===== src/rtl/div_sequencer.sv =====
// Restoring DIV/DIVU/REM/REMU sequencer driving one external adder; 37 cycles start->valid, 1 for div-by-zero/overflow.
// No backpressure: start is ignored while busy; kill or rst abandons the operation without a valid pulse.
module div_sequencer #(
    parameter int WIDTH = 32,
    parameter int CNT_W = 5
) (
    input  logic             clk,
    input  logic             rst,
    input  logic             start,
    input  logic [1:0]       op,
    input  logic [WIDTH-1:0] dividend,
    input  logic [WIDTH-1:0] divisor,
    input  logic             kill,
    output logic             busy,
    output logic             valid,
    output logic [WIDTH-1:0] result,
    output logic [WIDTH-1:0] adder_x,
    output logic [WIDTH-1:0] adder_y,
    output logic             adder_sub,
    input  logic [WIDTH-1:0] adder_result,
    input  logic             adder_cout
);

    typedef enum logic [2:0] {
        S_IDLE, S_ABS_A, S_ABS_B, S_ITER, S_FIX_Q, S_FIX_R, S_DONE
    } state_t;

    state_t             state_q, state_d;
    logic [1:0]         op_q, op_d;
    logic [WIDTH-1:0]   a_q, a_d, b_q, b_d, q_q, q_d, r_q, r_d;
    logic [WIDTH-1:0]   result_q, result_d;
    logic [CNT_W-1:0]   cnt_q, cnt_d;
    logic               neg_a_q, neg_a_d, neg_b_q, neg_b_d;

    logic               accept, div_zero, div_ovf, neg_q, ge;
    logic [WIDTH-1:0]   r_shift, r_fix;

    assign accept   = start && !kill;
    assign div_zero = (divisor == '0);
    assign div_ovf  = !op[0] && (dividend == {1'b1, {(WIDTH-1){1'b0}}}) && (divisor == '1);
    assign neg_q    = neg_a_q ^ neg_b_q;
    assign r_shift  = {r_q[WIDTH-2:0], q_q[WIDTH-1]};
    // Trial subtraction succeeds when the shifted-out bit was set or Rs >= B (no borrow).
    assign ge       = r_q[WIDTH-1] | adder_cout;
    assign r_fix    = neg_a_q ? adder_result : r_q;

    always_ff @(posedge clk) begin
        if (rst) begin
            state_q <= S_IDLE;
        end else begin
            state_q <= state_d;
        end
    end

    always_comb begin
        state_d = state_q;
        case (state_q)
            S_IDLE:  if (accept) state_d = (div_zero || div_ovf) ? S_DONE : S_ABS_A;
            S_ABS_A: state_d = S_ABS_B;
            S_ABS_B: state_d = S_ITER;
            S_ITER:  if (cnt_q == CNT_W'(WIDTH - 1)) state_d = S_FIX_Q;
            S_FIX_Q: state_d = S_FIX_R;
            S_FIX_R: state_d = S_DONE;
            S_DONE:  state_d = S_IDLE;
            default: state_d = S_IDLE;
        endcase
        if (kill && state_q != S_IDLE) state_d = S_IDLE;
    end

    always_comb begin
        busy      = (state_q != S_IDLE);
        valid     = (state_q == S_DONE);
        adder_x   = '0;
        adder_y   = '0;
        adder_sub = 1'b0;
        case (state_q)
            S_ABS_A: if (neg_a_q) begin adder_x = ~a_q; adder_sub = 1'b1; end
            S_ABS_B: if (neg_b_q) begin adder_x = ~b_q; adder_sub = 1'b1; end
            S_ITER:  begin adder_x = r_shift; adder_y = ~b_q; adder_sub = 1'b1; end
            S_FIX_Q: if (neg_q) begin adder_x = ~q_q; adder_sub = 1'b1; end
            S_FIX_R: if (neg_a_q) begin adder_x = ~r_q; adder_sub = 1'b1; end
            default: ;
        endcase
    end

    always_comb begin
        op_d     = op_q;
        a_d      = a_q;
        b_d      = b_q;
        q_d      = q_q;
        r_d      = r_q;
        cnt_d    = cnt_q;
        neg_a_d  = neg_a_q;
        neg_b_d  = neg_b_q;
        result_d = result_q;
        case (state_q)
            S_IDLE: begin
                if (accept) begin
                    op_d    = op;
                    a_d     = dividend;
                    b_d     = divisor;
                    neg_a_d = !op[0] && dividend[WIDTH-1];
                    neg_b_d = !op[0] && divisor[WIDTH-1];
                    if (div_zero) begin
                        q_d      = '1;
                        r_d      = dividend;
                        result_d = op[1] ? dividend : '1;
                    end else if (div_ovf) begin
                        q_d      = {1'b1, {(WIDTH-1){1'b0}}};
                        r_d      = '0;
                        result_d = op[1] ? '0 : {1'b1, {(WIDTH-1){1'b0}}};
                    end
                end
            end
            S_ABS_A: if (neg_a_q) a_d = adder_result;
            S_ABS_B: begin
                b_d   = neg_b_q ? adder_result : b_q;
                r_d   = '0;
                q_d   = a_q;
                cnt_d = '0;
            end
            S_ITER: begin
                r_d   = ge ? adder_result : r_shift;
                q_d   = {q_q[WIDTH-2:0], ge};
                cnt_d = cnt_q + CNT_W'(1);
            end
            S_FIX_Q: if (neg_q) q_d = adder_result;
            S_FIX_R: begin
                r_d      = r_fix;
                result_d = op_q[1] ? r_fix : q_q;
            end
            default: ;
        endcase
        if (kill && state_q != S_IDLE) result_d = result_q;
    end

    always_ff @(posedge clk) begin
        if (rst) begin
            op_q     <= '0;
            a_q      <= '0;
            b_q      <= '0;
            q_q      <= '0;
            r_q      <= '0;
            cnt_q    <= '0;
            neg_a_q  <= 1'b0;
            neg_b_q  <= 1'b0;
            result_q <= '0;
        end else begin
            op_q     <= op_d;
            a_q      <= a_d;
            b_q      <= b_d;
            q_q      <= q_d;
            r_q      <= r_d;
            cnt_q    <= cnt_d;
            neg_a_q  <= neg_a_d;
            neg_b_q  <= neg_b_d;
            result_q <= result_d;
        end
    end

    assign result = result_q;

endmodule


===== config.mk =====
export PLATFORM = sky130hd
export DESIGN_NAME = div_sequencer
export DESIGN_NICKNAME = d
export VERILOG_FILES = /design/src/rtl/div_sequencer.sv
export SDC_FILE = /design/constraint.sdc
export NUM_CORES = 1
export LEC_CHECK = 0
export ABC_AREA = 1
export CORE_MARGIN = 3
export CORE_UTILIZATION = 45
export CTS_BUF_LIST = sky130_fd_sc_hd__clkbuf_4
export DETAILED_ROUTE_END_ITERATION = 10
export PLACE_DENSITY = 0.77
export SYNTH_ARGS = -nofsm -noshare
export SYNTH_HDL_FRONTEND = slang
export SYNTH_SLANG_ARGS = --single-unit

===== constraint.sdc =====
create_clock -name clk -period 3.9 [get_ports clk]
set_clock_uncertainty 0.1 [all_clocks]
set_input_delay 0.78 -clock clk [delete_from_list [all_inputs] [get_ports clk]]
set_output_delay 0.78 -clock clk [all_outputs]
set_load 0.01 [all_outputs]

==> out/qor.csv <==
stage,metric,value,unit
detailed_routing,total wire length,50.97,mm
power,internal power,2.896,mW
synthesis,"FF+latch count, synth",171,
synthesis,yosys warns,0,
setup_path,Critical Path AT,2.93,ns
clock_network,Root Buffer,clkbuf_4,
power,switching share of power,39.88,%
power,Max VDD drop,0.1620,mV
setup_path,Slowest cell on crit path,clkdlybuf4s50_1,
detailed_routing,drt pass-1 iters,8,
synthesis,post-synthesis cell count,2161,
synthesis,Mean Syn Cell Area,5.726,um2
finish,"commonest non-fill, non-tap cell in the layout",nand2_1,
global_routing,largest net degree at the start of global routing,96,
power,clock network power share,25.3,%
sta,slew margin rel.,16.57,%
sta,Setup TNS Final,0,ns
sta,period utilization,97.69,%
power,Net Switching,1.920,mW
setup_path,"setup slack, reg-to-reg",1.26,ns
sta,final hold vios,0,
synthesis,"Cell Area, Synth",12370,um2
clock_network,clock latency at the later pin of the worst-skew pair,0.64,ns
power,Gate power share,31.7,%
floorplanning,Die H,171.8,um
sta,Tmin final,3.810,ns
setup_path,Worst setup EP type,output pin,
min_path,worst hold path type,flop to flop,
synthesis,"EDFF count, synth",0,
floorplanning,Die ar.,29520,um2
detailed_routing,DRC,0,
sta,RSZ-0062 raised after global routing,false,
flow_run,Max Cap Violations,0,
global_routing,total grt overflow,0,
clock_network,clock sinks,171,
setup_path,critical path required time,3.02,ns
clock_network,cts hold-fix bufs,0,
floorplanning,core footprint,27030,um2
detailed_routing,routed via count,15690,
setup_path,CP Cell Sequence,inv_2 -> nand3_2 -> nor2_1 -> inv_1 -> buf_4 -> nor2_2 -> a21oi_1 -> a31oi_1 -> clkdlybuf4s50_1,
clock_network,Max Buffers Root-to-Sink,2,
detailed_routing,initial drt markers,2679,
finish,fill cell count,2718,
synthesis,Synth top area share,27.66,%
floorplanning,Initial Utilization,45.79,%
detailed_routing,WL per Instance,19.42,um
finish,Reg area,3427,um2
synthesis,Netlist cell types,32,
finish,layout net count,2377,
setup_path,Crit path largest cell delay,0.60,ns
finish,Layout area overhead,21.13,%
setup_path,worst-path fanout max,26,
clock_network,CTS tree,built,
synthesis,"Async S/R FF share, synth",0,%
finish,most frequent cells in the layout,"nand2_1, inv_1, nor2_1",
sta,Final setup viols,0,
synthesis,syn nets,2269,
finish,multi-input logic area,7063,um2
floorplanning,Die W,171.8,um
sta,Max Fclk,0.2625,GHz
clock_network,H-tree depth,4,
detailed_routing,Post-DRT Antenna Nets,0,
outcome,status,completed,
floorplanning,Placement Rows,60,
placement,Post-DP HPWL,33.27,mm
synthesis,top post-synthesis cells by area,"dfxtp_1, nand2_1, inv_1",
floorplanning,Ports,202,
clock_network,"CTS clk-pin slew, worst paths",0.16,ns
finish,fraction of layout cells with a size suffix above 1,5.521,%
sta,Pins Over Slew Limit,0,
power,pwr dens,321.3,nW/um2
detailed_routing,vias per cell,5.975,
setup_path,CP Launch Type,flop,
sta,Slew @ Worst Pin,1.250,ns
sta,Final Hold Slack,0.4156,ns
setup_path,classification of the worst setup path,flop to output pin,
global_routing,vias in the first global route,14920,
synthesis,"area leader, netlist",dfxtp_1,
global_routing,first-pass GRT wire length,78.82,mm
global_routing,initial antenna violation count,2,
global_routing,Tot GR Track Use,33.46,%
power,Pleak,6.250,nW
synthesis,Main synth FF type,dfxtp_1,
placement,placer congestion estimate,1.012,
synthesis,"Seq/Total Area, Yosys",27.66,%
placement,port bufs,201,
power,register share of total power,43.0,%
clock_network,CTS buffer count,17,
registers in the layout, indices dropped and copies added, names as in the netlist:
register  flops
a_q          32
b_q          32
q_q          32
r_q          32
result       32
cnt_q         5
state_q       3
neg_a_q       1
neg_b_q       1
op_q          1
worst paths after layout:
kind                                  from           to  depth (start not counted)
worst max register to register  state_q[0]       r_q[7]                         11
worst min register to register    cnt_q[0]     cnt_q[0]                          2
worst min-delay path              cnt_q[0]     cnt_q[0]                          2
worst max-delay path            state_q[2]  adder_x[15]                          9
metal layers:
| layer | vias to the layer above | global-route usage, % | part of all wire [%] |
|---|---|---|---|
| met5 | - | 0 | 0 |
| met4 | 0 | 24.78 | 8.8 |
| met3 | 300 | 8.963 | 13 |
| met2 | 1210 | 51.92 | 42 |
| met1 | 6919 | 39.69 | 36 |
| li1 | 7256 | - | - |
final cells by class:
type / instances / share of cell area (%)
timing repair buffer: 256 / 16.79
timing repair inverter: 1 / 0.05008
clock inverter: 15 / 1.244
multi-input combinational: 1497 / 47.12
antenna: 2 / 0.03339
inverter: 325 / 8.205
tap: 341 / 2.846
clock buffer: 17 / 0.8514
sequential: 171 / 22.86
power groups by stage:
stage	Sequential [mW]	Combinational (mW)	Clock (mW)
5_1_grt	2.09	1.67	1.27
3_5_place_dp	2.10	1.45	0
3_3_place_gp	2.10	1.42	0
2_1_floorplan	2.06	0.904	0
6_report	2.07	1.53	1.22
4_1_cts	2.06	1.47	1.21
critical path, delay by kind of cell, from the launching register on:
family	cells	cell delay [ns]
flops	1	0.42
compound gates	2	0.39
simple gates	3	0.47
buf+inv	4	1.04
logic make-up (layout without fill, tap and decap cells):
kind of cell / after synthesis / in the layout / synth area share (%)
AND/OR/NAND/NOR: 929 / 929 / 30.79
flip-flops: 171 / 171 / 27.66
AO/OA/AOI/OAI: 561 / 561 / 25.18
buffers and inverters: 493 / 614 / 15.72
XOR/XNOR: 2 / 2 / 0.1416
other: 0 / 2 / 0
adder cells (fa/ha/maj): 5 / 5 / 0.5056
stage by stage:
step	cells	cell area [um2]	setup slack, ns	power [mW]	util [%]
after floorplan	2161	12370	1.423	2.966	-
after global placement	2586	14590	0.5604	3.518	54.00
after detailed placement	2586	14590	0.5384	3.548	54.00
after CTS	2623	14950	0.005717	4.752	55.32
after global routing	2625	14990	0.008802	5.030	55.46
final	2625	14990	0.09027	4.816	55.46
Yosys cell counts (31+ instances only):
master      n
dfxtp_1   171
o21ai_0   136
nand4_1    98
clkbuf_1   88
inv_1     313
a31oi_1    81
o21ai_1    58
o22ai_1    66
buf_2      70
nor2_1    274
nand2_1   526
a21oi_1   176
o211ai_1   31
repair_timing:
action                     CTS  global route
setup buffers                4             0
gates resized for setup      3             9
gates cloned                 1             0
setup endpoints to repair   15            23
Note: power is estimated with default switching activity, not from simulation.
